**src/rtl/pipeline_hazard_controller.sv**
```systemverilog
// pipeline_hazard_controller
// Stall/flush sequencer for the 5-stage core. It handles load-use bubbles,
// taken-branch redirects, and data-memory freezes with a timeout guard.
// The control outputs are decoded combinationally from the state and the inputs.
// Defining HAZARD_PERF_CNT_EN adds the stall_cycles and flush_events counters.
module pipeline_hazard_controller #(
  parameter int REG_ADDR_W  = 5,
  parameter int MEM_TIMEOUT = 15,
  parameter int CNT_W       = 32
) (
  input  logic                  clk,
  input  logic                  rst_n,
  input  logic [REG_ADDR_W-1:0] if_id_rs1,
  input  logic [REG_ADDR_W-1:0] if_id_rs2,
  input  logic                  if_id_uses_rs2,
  input  logic [REG_ADDR_W-1:0] id_ex_rd,
  input  logic                  id_ex_mem_read,
  input  logic                  ex_branch_taken,
  input  logic                  mem_access,
  input  logic                  mem_ready,
  output logic                  pc_write_en,
  output logic                  if_id_write_en,
  output logic                  if_id_flush,
  output logic                  id_ex_flush,
  output logic                  ex_mem_hold,
  output logic                  mem_wb_bubble,
  output logic                  mem_timeout_err,
`ifdef HAZARD_PERF_CNT_EN
  output logic [CNT_W-1:0]      stall_cycles,
  output logic [CNT_W-1:0]      flush_events,
`endif
  output logic [1:0]            fsm_state
);

  localparam int WCW = $clog2(MEM_TIMEOUT + 1);
  localparam logic [WCW-1:0] TIMEOUT_V = WCW'(MEM_TIMEOUT);

  if (CNT_W < 1 || MEM_TIMEOUT < 1 || MEM_TIMEOUT > 255) begin : g_bad_param
    $error("pipeline_hazard_controller: illegal parameter value");
  end

  typedef enum logic [1:0] {
    ST_RUN      = 2'd0,
    ST_LOAD_USE = 2'd1,
    ST_MEM_WAIT = 2'd2,
    ST_REDIRECT = 2'd3
  } state_t;

  state_t         state_r, state_nxt_s, res_state_s;
  logic [WCW-1:0] wait_cnt_r, wait_cnt_nxt_s;
  logic           err_r, err_nxt_s;
  logic           lu_hz_s;
  logic           pc_we_s, ifid_we_s, ifid_fl_s, idex_fl_s, hold_s, bubble_s;
  logic           res_pc_s, res_we_s, res_ifid_fl_s, res_idex_fl_s;

  assign lu_hz_s = id_ex_mem_read && (id_ex_rd != {REG_ADDR_W{1'b0}}) &&
                   ((if_id_rs1 == id_ex_rd) || (if_id_uses_rs2 && (if_id_rs2 == id_ex_rd)));

  // Branch / load-use / advance decision used both in RUN and at memory release
  always_comb begin
    res_state_s   = ST_RUN;
    res_pc_s      = 1'b1;
    res_we_s      = 1'b1;
    res_ifid_fl_s = 1'b0;
    res_idex_fl_s = 1'b0;
    if (ex_branch_taken) begin
      res_ifid_fl_s = 1'b1;
      res_idex_fl_s = 1'b1;
      res_state_s   = ST_REDIRECT;
    end else if (lu_hz_s) begin
      res_pc_s      = 1'b0;
      res_we_s      = 1'b0;
      res_idex_fl_s = 1'b1;
      res_state_s   = ST_LOAD_USE;
    end else begin
      res_state_s   = ST_RUN;
    end
  end

  // Next-state and control decode for the current state and inputs
  always_comb begin
    state_nxt_s    = state_r;
    wait_cnt_nxt_s = wait_cnt_r;
    err_nxt_s      = err_r;
    pc_we_s        = 1'b1;
    ifid_we_s      = 1'b1;
    ifid_fl_s      = 1'b0;
    idex_fl_s      = 1'b0;
    hold_s         = 1'b0;
    bubble_s       = 1'b0;
    if (!rst_n) begin
      pc_we_s        = 1'b0;
      ifid_we_s      = 1'b0;
      ifid_fl_s      = 1'b1;
      idex_fl_s      = 1'b1;
      bubble_s       = 1'b1;
      state_nxt_s    = ST_RUN;
      wait_cnt_nxt_s = {WCW{1'b0}};
      err_nxt_s      = 1'b0;
    end else begin
      case (state_r)
        ST_RUN: begin
          if (mem_access && !mem_ready) begin
            pc_we_s        = 1'b0;
            ifid_we_s      = 1'b0;
            hold_s         = 1'b1;
            bubble_s       = 1'b1;
            state_nxt_s    = ST_MEM_WAIT;
            wait_cnt_nxt_s = WCW'(1);
          end else begin
            pc_we_s     = res_pc_s;
            ifid_we_s   = res_we_s;
            ifid_fl_s   = res_ifid_fl_s;
            idex_fl_s   = res_idex_fl_s;
            state_nxt_s = res_state_s;
          end
        end
        ST_LOAD_USE: begin
          state_nxt_s = ST_RUN;
        end
        ST_MEM_WAIT: begin
          if (!mem_ready && (wait_cnt_r < TIMEOUT_V)) begin
            pc_we_s        = 1'b0;
            ifid_we_s      = 1'b0;
            hold_s         = 1'b1;
            bubble_s       = 1'b1;
            wait_cnt_nxt_s = wait_cnt_r + WCW'(1);
          end else begin
            pc_we_s        = res_pc_s;
            ifid_we_s      = res_we_s;
            ifid_fl_s      = res_ifid_fl_s;
            idex_fl_s      = res_idex_fl_s;
            state_nxt_s    = res_state_s;
            wait_cnt_nxt_s = {WCW{1'b0}};
            err_nxt_s      = err_r | !mem_ready;
          end
        end
        ST_REDIRECT: begin
          ifid_fl_s   = 1'b1;
          state_nxt_s = ST_RUN;
        end
        default: begin
          state_nxt_s    = ST_RUN;
          wait_cnt_nxt_s = {WCW{1'b0}};
        end
      endcase
    end
  end

  // State, wait counter and sticky timeout flag
  always_ff @(posedge clk) begin
    state_r    <= state_nxt_s;
    wait_cnt_r <= wait_cnt_nxt_s;
    err_r      <= err_nxt_s;
  end

`ifdef HAZARD_PERF_CNT_EN
  logic [CNT_W-1:0] stall_cnt_r, flush_cnt_r;

  // Performance counters: frozen-PC cycles and flush cycles, wrapping
  always_ff @(posedge clk) begin
    if (!rst_n) begin
      stall_cnt_r <= {CNT_W{1'b0}};
      flush_cnt_r <= {CNT_W{1'b0}};
    end else begin
      stall_cnt_r <= stall_cnt_r + CNT_W'(!pc_we_s);
      flush_cnt_r <= flush_cnt_r + CNT_W'(ifid_fl_s | idex_fl_s);
    end
  end

  assign stall_cycles = stall_cnt_r;
  assign flush_events = flush_cnt_r;
`endif

  assign pc_write_en     = pc_we_s;
  assign if_id_write_en  = ifid_we_s;
  assign if_id_flush     = ifid_fl_s;
  assign id_ex_flush     = idex_fl_s;
  assign ex_mem_hold     = hold_s;
  assign mem_wb_bubble   = bubble_s;
  assign mem_timeout_err = err_r;
  assign fsm_state       = state_r;

endmodule

```
**config.mk**
```make
export PLATFORM = sky130hd
export DESIGN_NAME = pipeline_hazard_controller
export DESIGN_NICKNAME = d
export VERILOG_FILES = /design/src/rtl/pipeline_hazard_controller.sv
export SDC_FILE = /design/constraint.sdc
export NUM_CORES = 1
export LEC_CHECK = 0
export ABC_CLOCK_PERIOD_IN_PS = 3400
export CORE_MARGIN = 1.5
export CORE_UTILIZATION = 40
export CTS_BUF_LIST = sky130_fd_sc_hd__clkbuf_4
export CTS_CLUSTER_SIZE = 28
export DETAILED_ROUTE_END_ITERATION = 12
export GPL_ROUTABILITY_DRIVEN = 0
export PLACE_DENSITY_LB_ADDON = 0.1
export SLEW_MARGIN = 0
export SYNTH_ARGS = -nofsm -noshare
export SYNTH_HDL_FRONTEND = slang
export SYNTH_SLANG_ARGS = --single-unit
```
**constraint.sdc**
```tcl
create_clock -name clk -period 3.4 [get_ports clk]
set_input_delay 0.85 -clock clk [delete_from_list [all_inputs] [get_ports clk]]
set_output_delay 0.85 -clock clk [all_outputs]
set_load 0.02 [all_outputs]
```
---- Word-level counts from Yosys, hierarchy flattened ----
Cells that the tools add are included.
storage, ports and cells
  bits in registers ....................... 7
  bits of input ports ..................... 22
  word-level logic and storage cells ...... 57
cells by class
  $add $sub $neg .......................... 1
  order comparisons ....................... 1
  equality and inequality tests ........... 7
  mux-type cells .......................... 30
  bitwise logic cells ..................... 2
  reduce and logical (&&, ||, !) cells .... 13
operator list
  cell                   number
  $mux W1                19
  $eq A5 B5 Y1           2
  $mux W4                2
  $pmux W4 S2            1
  $mux W2                3
  $pmux W1 S2            3
  $pmux W2 S3            1
  $logic_and A1 B1 Y1    5
  $reduce_bool A5 Y1     1
  $add A4 B1 Y4 const B  1
  $eq A2 B2 Y1 const B   2
  $lt A4 B4 Y1 const B   1
  $ne A2 B2 Y1 const B   2
  $reduce_and A2 Y1      2
  $pmux W1 S3            1
  $eq A2 B1 Y1 const B   1
  $logic_not A2 Y1       1
  $reduce_bool A2 Y1     1
  $reduce_or A2 Y1       1
  $logic_not A1 Y1       1
  $logic_or A1 B1 Y1     1
  $not A1 Y1             1
  $or A1 B1 Y1           1

---- Longest topological paths before layout ----
Gate-level depths: netlist of the first run.
  word-level depth ........................ 9
  depth in mapped cells ................... 6
  mapped depth without buffers ............ 5

---- Least setup slack after synthesis of the first run ----
No wires, ideal clock.
  path kind ............................... input to output
  from .................................... in id_ex_rd[1]
  to ...................................... out pc_write_en
  arrival ................................. 2.257 ns
  setup slack ............................. 0.293 ns
  stages on the path ...................... 4
  path buffers ............................ 1
  cells stage by stage .................... or4_1 -> o21a_1 -> a31oi_1 -> buf_4
between the ends
  cells in the longest elaborated chain, start to end .. 9
  elaborated cells on any way between the ends .. 13
  classes of those cells .................. eq/ne: 2; mux: 6; reduce/logical: 5
ends and longest elaborated chain
  element                     RTL line  text
  start, declared             16        input logic [REG_ADDR_W-1:0] id_ex_rd,
  $eq A5 B5 Y1                57        ((if_id_rs1 == id_ex_rd) || (if_id_uses_rs2 && (if_id_rs2 == id_ex_rd)));
  $logic_and A1 B1 Y1         57
  $logic_or A1 B1 Y1          57
  $logic_and A1 B1 Y1 *       56        assign lu_hz_s = id_ex_mem_read && (id_ex_rd != {REG_ADDR_W{1'b0}}) &&
  $mux W1 * (2 in series)     -
  $mux W1 (on tied branches)  -
  $pmux W1 S2 *               -
  $mux W1 *                   -
  end, declared               21        output logic pc_write_en,
Every way passes the cells marked *; elsewhere a longest branch is shown, timed or not.

---- Worst setup path in the final report of the first run ----
  from .................................... in id_ex_rd[1]
  to ...................................... out if_id_write_en
between the ends
  cells in the longest elaborated chain, start to end .. 9
  elaborated cells on any way between the ends .. 13
  classes of those cells .................. eq/ne: 2; mux: 6; reduce/logical: 5
ends and longest elaborated chain
  element                     RTL line  text
  $eq A5 B5 Y1                57
  $logic_and A1 B1 Y1         57
  $logic_or A1 B1 Y1          57
  $logic_and A1 B1 Y1 *       56
  $mux W1 *                   70        end else if (lu_hz_s) begin
  $mux W1 *                   66        if (ex_branch_taken) begin
  $mux W1 (on tied branches)  122, 103
  $pmux W1 S2 *               101       case (state_r)
  $mux W1 *                   91        if (!rst_n) begin
  end, declared               22        output logic if_id_write_en,
Marks and branches as above.

==> results of run 1 <==
==> cell type report <==
class                   count  area [um2]
flip-flops and latches      7       140.1
well taps                  14       17.52
fillers                    82       241.5
repair buffers             36       346.6
clock buffers               4       30.03
inverters                   3       11.26
multi-input cells          54       369.1
==> critical path: stages <==
cell             delay (ps)
clkdlybuf4s50_1         410
or4_1                   530
o21a_1                  220
a31oi_2                 190
clkdlybuf4s15_2         290
==> stage by stage <==
step | hold slack, ps | std cells
floorplan | 461.8 | 67
global placement | 449.5 | 114
detailed placement | 453.9 | 114
CTS | 466.0 | 118
global route | 474.9 | 118
finish | 461.7 | 118
==> routing by layer <==
layer	vias to the layer above	global-route usage	wire length, um
li1	320	-	-
met1	275	0.2715	671
met2	19	0.4333	794
met3	0	0.08671	79
met4	0	0	0
met5	-	0	0
==> synthesized netlist by cell type <==
library cell / instances / area, um2
xnor2_1: 10 / 87.58
dfxtp_1: 7 / 140.1
nand2_1: 6 / 22.52
nor2_1: 5 / 18.77
a21oi_1: 3 / 15.01
inv_1: 3 / 11.26
nor3_1: 3 / 15.01
a31oi_1: 2 / 12.51
clkbuf_1: 2 / 7.510
nand3_1: 2 / 10.01
nor3b_1: 2 / 15.01
o21a_1: 2 / 15.01
o21ai_0: 2 / 10.01
a21boi_0: 1 / 7.510
a21oi_2: 1 / 8.760
a311oi_1: 1 / 8.760
a41oi_1: 1 / 8.760
and3b_1: 1 / 8.760
and4_1: 1 / 8.760
buf_4: 1 / 7.510
ha_1: 1 / 12.51
nand2b_1: 1 / 6.260
nand4_1: 1 / 6.260
nor4b_1: 1 / 8.760
o211ai_1: 1 / 7.510
o21ai_1: 1 / 5.000
o22ai_1: 1 / 6.260
o311a_1: 1 / 10.01
o31ai_1: 1 / 7.510
or3_1: 1 / 6.260
or4_1: 1 / 7.510
==> state kept, by name, indices dropped and copies added, names as in the netlist <==
register / flops
wait_cnt_r: 4
fsm_state: 2
mem_timeout_err: 1
==> path summary, 6_finish.rpt <==
path	from	end	slack [ps]	depth (start not counted)
worst max-delay path	id_ex_rd[1]	if_id_write_en	50	5
worst min-delay path	mem_timeout_err	mem_timeout_err	460	1
worst max register to register	wait_cnt_r[0]	wait_cnt_r[3]	1800	5
worst min register to register	mem_timeout_err	mem_timeout_err	460	1
==> cell usage in the layout, fill, tap and decap left out, drive strengths merged, types with 3 or more instances in the layout <==
cell type	instances
a21oi	4
buf	7
clkbuf	4
clkdlybuf4s50	24
dfxtp	7
inv	3
nand2	6
nor2	5
nor3	3
o21ai	3
xnor2	10
==> kinds of logic after synthesis <==
family,Yosys count
AND/OR/NAND/NOR,25
buffers and inverters,6
XOR/XNOR,10
AO/OA/AOI/OAI,18
flip-flops,7
adder cells (fa/ha/maj),1
==> report_power, final <==
group / internal [mW] / switching [mW]
Clock: 0.0526 / 0.0291
Combinational: 0.0538 / 0.0411
Sequential: 0.0861 / 0.00609
==> timing repair <==
item	in CTS	in global routing
pin swaps	0	0
hold buffers	0	0
endpoints found under the setup margin	4	5
setup buffers	0	0
hold endpoints to repair	0	0
gates resized for setup	14	4
==> results.yml, run 1 <==
final_layout:
  design_area_um2: 914.6
  final_util: 0.7911
  diodes: 0
  nets: 128
  area_growth_syn_to_layout_pct: 74.88
  drive_above_1_share: 0.1538
detailed_routing:
  wl_per_cell_um: 13.09
  drt-vias-per-instance: 5.203
  drt_pass1_iterations: 4
  first_iter_violations: 6
  routed_wl_um: 1545
  drc_errors: 0
  postRouteAntennaNets: 0
  vias: 614
floorplan:
  start_util: 0.4524
  rows: 12
  die_x_um: 39.16
  core_mm2: 0.001156
  die-area_mm2: 0.001534
  io_pins: 31
  fp.dieH_um: 39.16
synthesis:
  avgSynthCellArea_um2: 7.806
  syn_inst: 67
  synth-adder-area-share: 0.02392
  syn_area_um2: 523.0
  seq_area_frac_synth: 0.2679
  ys_types: 31
  synth_mux_area_frac: 0
  syn-num-nets: 90
  yosysWarningCount: 0
  synth-simple-area-share: 0.2560
  synth_compound_area_frac: 0.2344
  synth_xor_area_frac: 0.1675
  synth-seq-cells: 7
  synth_top_family_by_area: "simple AND/OR/NAND/NOR gates"
sta:
  tns_ps: 0
  worstMarginPinSlew_ps: 385.9
  finalHoldViolCount: 0
  clock_skew_ps: 2.218
  max_freq_mhz: 298.6
  slew_violations: 0
  setup_viol: 0
  slew_headroom: 0.7408
  period_needed_ps: 3349
  rsz0062_at_grt: "yes"
  setup_ws_ps: 50.81
  post-route-period-util: 0.9851
placed_design:
  place_area_um2: 870.8
  hpwlAfterDp_um: 1290
  place_ws_ps: -329.3
  port_buffers: 30
clocking:
  cts.path.max_buffers: 2
  clk_latency_ps: 250
  cts_made_buffers: 3
  cts-root-buf: "clkbuf_4"
  cts.sinks: 7
  clk_pin_slew_ps: 50
  htree_levels: 1
  cts_tree: "built"
setup_path:
  cp_max_fo: 2
  cp-end-kind: "output port"
  critPathKind: "in2out"
  crit_required_ps: 2550
  startpoint_type: "primary input"
  worstPathArrival_ps: 2500
global_routing:
  grt_pass1_wl_um: 2373
  grt_pass1_vias: 552
  gr-total-overflow: 0
  antenna_found_initial: 0
  track_usage: 0.2357
  grt_max_degree: 14
outcome:
  status: "completed"
power:
  p_leak_nw: 0.3595
  peakVddDrop_mv: 0.2992
  p_per_area_mw_per_mm2: 293.8
  total_power_mw: 0.2687
hold_path:
  worstHoldPathType: "reg2reg"
job:
  cap_violations: 0
(Power assumes the default switching activity.)
==> run 2, diff against run 1 <==
CORE_MARGIN = 2   (was 1.5)
SLEW_MARGIN = 20   (was 0)
==> run 2 against run 1 <==
The run now ends with setup timing left. Worst hold slack better by 6.2 ps. Setup slack worse by 73 ps. Combinational power shrank 1%. Maximum frequency down 2.1%. Clock skew is essentially flat. Register-to-register slack better by 20 ps. Flip-flop and latch count did not move. Total power increased by 0.26%. Critical path depth unchanged. Core utilization shrank 6.9 points. Final cell count grew 0.85%. Critical endpoint unchanged.
==> results.yml, run 2 (synthesis results as in run 1) <==
outcome:
  status: "complete, but fails checks"
  violations: "setup timing"
sta:
  post-route-period-util: 1.007
  slew_violations: 0
  worstMarginPinSlew_ps: 394.4
  clock_skew_ps: 1.888
  max_freq_mhz: 292.2
  setup_ws_ps: -22.46
  rsz0062_at_grt: "yes"
  finalHoldViolCount: 0
  setup_viol: 2
  period_needed_ps: 3422
  slew_headroom: 0.7367
placed_design:
  placedCellCount: 115
  hpwlAfterDp_um: 1265
  place_area_um2: 872.1
  port_buffers: 30
setup_path:
  critPathKind: "in2out"
  r2r_start: "wait_cnt_r[0]"
  crit_required_ps: 2550
  cp_slowest_cell: "or4_1"
  cp_num_buf_inv: 2
  reg2reg_depth: 5
  cp-startpoint: "id_ex_rd[3]"
  worstPathArrival_ps: 2570
  cp_num_cells: 5
  slowest_delay_ps: 490
  cp_max_fo: 3
  cp-end-kind: "output port"
  crit_chain: "clkdlybuf4s50_1 -> or4_1 -> o21a_1 -> a31oi_1 -> dlygate4sd1_1"
  startpoint_type: "primary input"
  critPathTopFamily: "buffers and inverters"
clocking:
  postCtsHoldBufs: 0
  post_cts_buffers: 0
  htree_levels: 1
  clk_pin_slew_ps: 50
  cts.path.max_buffers: 2
  clk_latency_ps: 250
  cts.sinks: 7
  cts_tree: "built"
  cts-root-buf: "clkbuf_4"
  cts_made_buffers: 3
power:
  total_power_mw: 0.2694
  peakVddDrop_mv: 0.2294
  p_leak_nw: 0.3635
  p_per_area_mw_per_mm2: 297.8
final_layout:
  drive_above_1_share: 0.1250
  final_util: 0.7223
  nets: 128
  diodes: 0
  largest-register: "wait_cnt_r"
  layout.cells.non_filler: 119
  largest_reg_flops: 4
  area_growth_syn_to_layout_pct: 72.97
  design_area_um2: 904.6
  layout_common_cells: "clkdlybuf4s50_1, xnor2_1, dfxtp_1"
  final_common_cell: "clkdlybuf4s50_1"
global_routing:
  gr-total-overflow: 0
  grt_pass1_wl_um: 2152
  antenna_found_initial: 0
  grt_max_degree: 14
  track_usage: 0.2103
  grt_pass1_vias: 528
hold_path:
  worstHoldPathCells: 1
  worstHoldPathType: "reg2reg"
  hold_start: "mem_timeout_err"
detailed_routing:
  drt-vias-per-instance: 5.387
  wl_per_cell_um: 12.82
  vias: 641
  first_iter_violations: 15
  routed_wl_um: 1525
  drt_pass1_iterations: 4
  postRouteAntennaNets: 0
  drc_errors: 0
floorplan:
  die_x_um: 40.16
  core_mm2: 0.001252
  io_pins: 31
  die-area_mm2: 0.001613
  rows: 13
  start_util: 0.4176
  fp.dieH_um: 40.16
job:
  cap_violations: 0
run 2: worst register-to-register path: cells and delay by family, from the launching register on:
| family | cells | cell delay (ps) |
|---|---|---|
| simple gates | 1 | 270 |
| flops | 1 | 350 |
| fa+ha+maj | 1 | 250 |
| compound gates | 3 | 630 |
run 2: through the flow:
step	hold slack [ps]	worst slack, ps	TNS, ps
2_1_floorplan	461.8	292.5	0
3_3_place_gp	450.2	-305.1	-903.5
3_5_place_dp	458.4	-327.4	-1001
4_1_cts	474.8	-19.60	-31.06
5_1_grt	508.1	-62.45	-115.8
6_report	467.9	-22.46	-41.91
run 2: final timing paths:
| path | slack [ps] | to |
|---|---|---|
| setup / recovery | -20 | if_id_write_en |
| hold / removal | 470 | mem_timeout_err |
| setup reg to reg | 1820 | wait_cnt_r[3] |
| hold reg to reg | 470 | mem_timeout_err |
run 2: final cells by class:
cell class / count / area (um2)
multi-input combinational: 54 / 362.8
fill: 105 / 347.8
tap: 15 / 18.77
timing repair buffer: 36 / 341.6
inverter: 3 / 11.26
clock buffer: 4 / 30.03
sequential: 7 / 140.1
run 2: what timing repair did:
| action | in CTS | in global routing |
|---|---|---|
| resized for setup | 10 | 5 |
| pin swaps | 0 | 0 |
| cloned | 0 | 0 |
| setup endpoints to repair | 4 | 5 |
run 2: per-layer routing:
metal	GRT usage	vias up	routed length, um
li1	-	318	-
met1	0.2616	305	705
met2	0.3105	13	734
met3	0.08333	5	64
met4	0.1034	0	21
met5	0	-	0
run 2: where the power goes:
group / internal [mW] / switching (mW) / leakage (nW)
registers: 0.0861 / 0.00614 / 0.0572
logic: 0.0526 / 0.0410 / 0.288
clock network: 0.0528 / 0.0309 / 0.0184
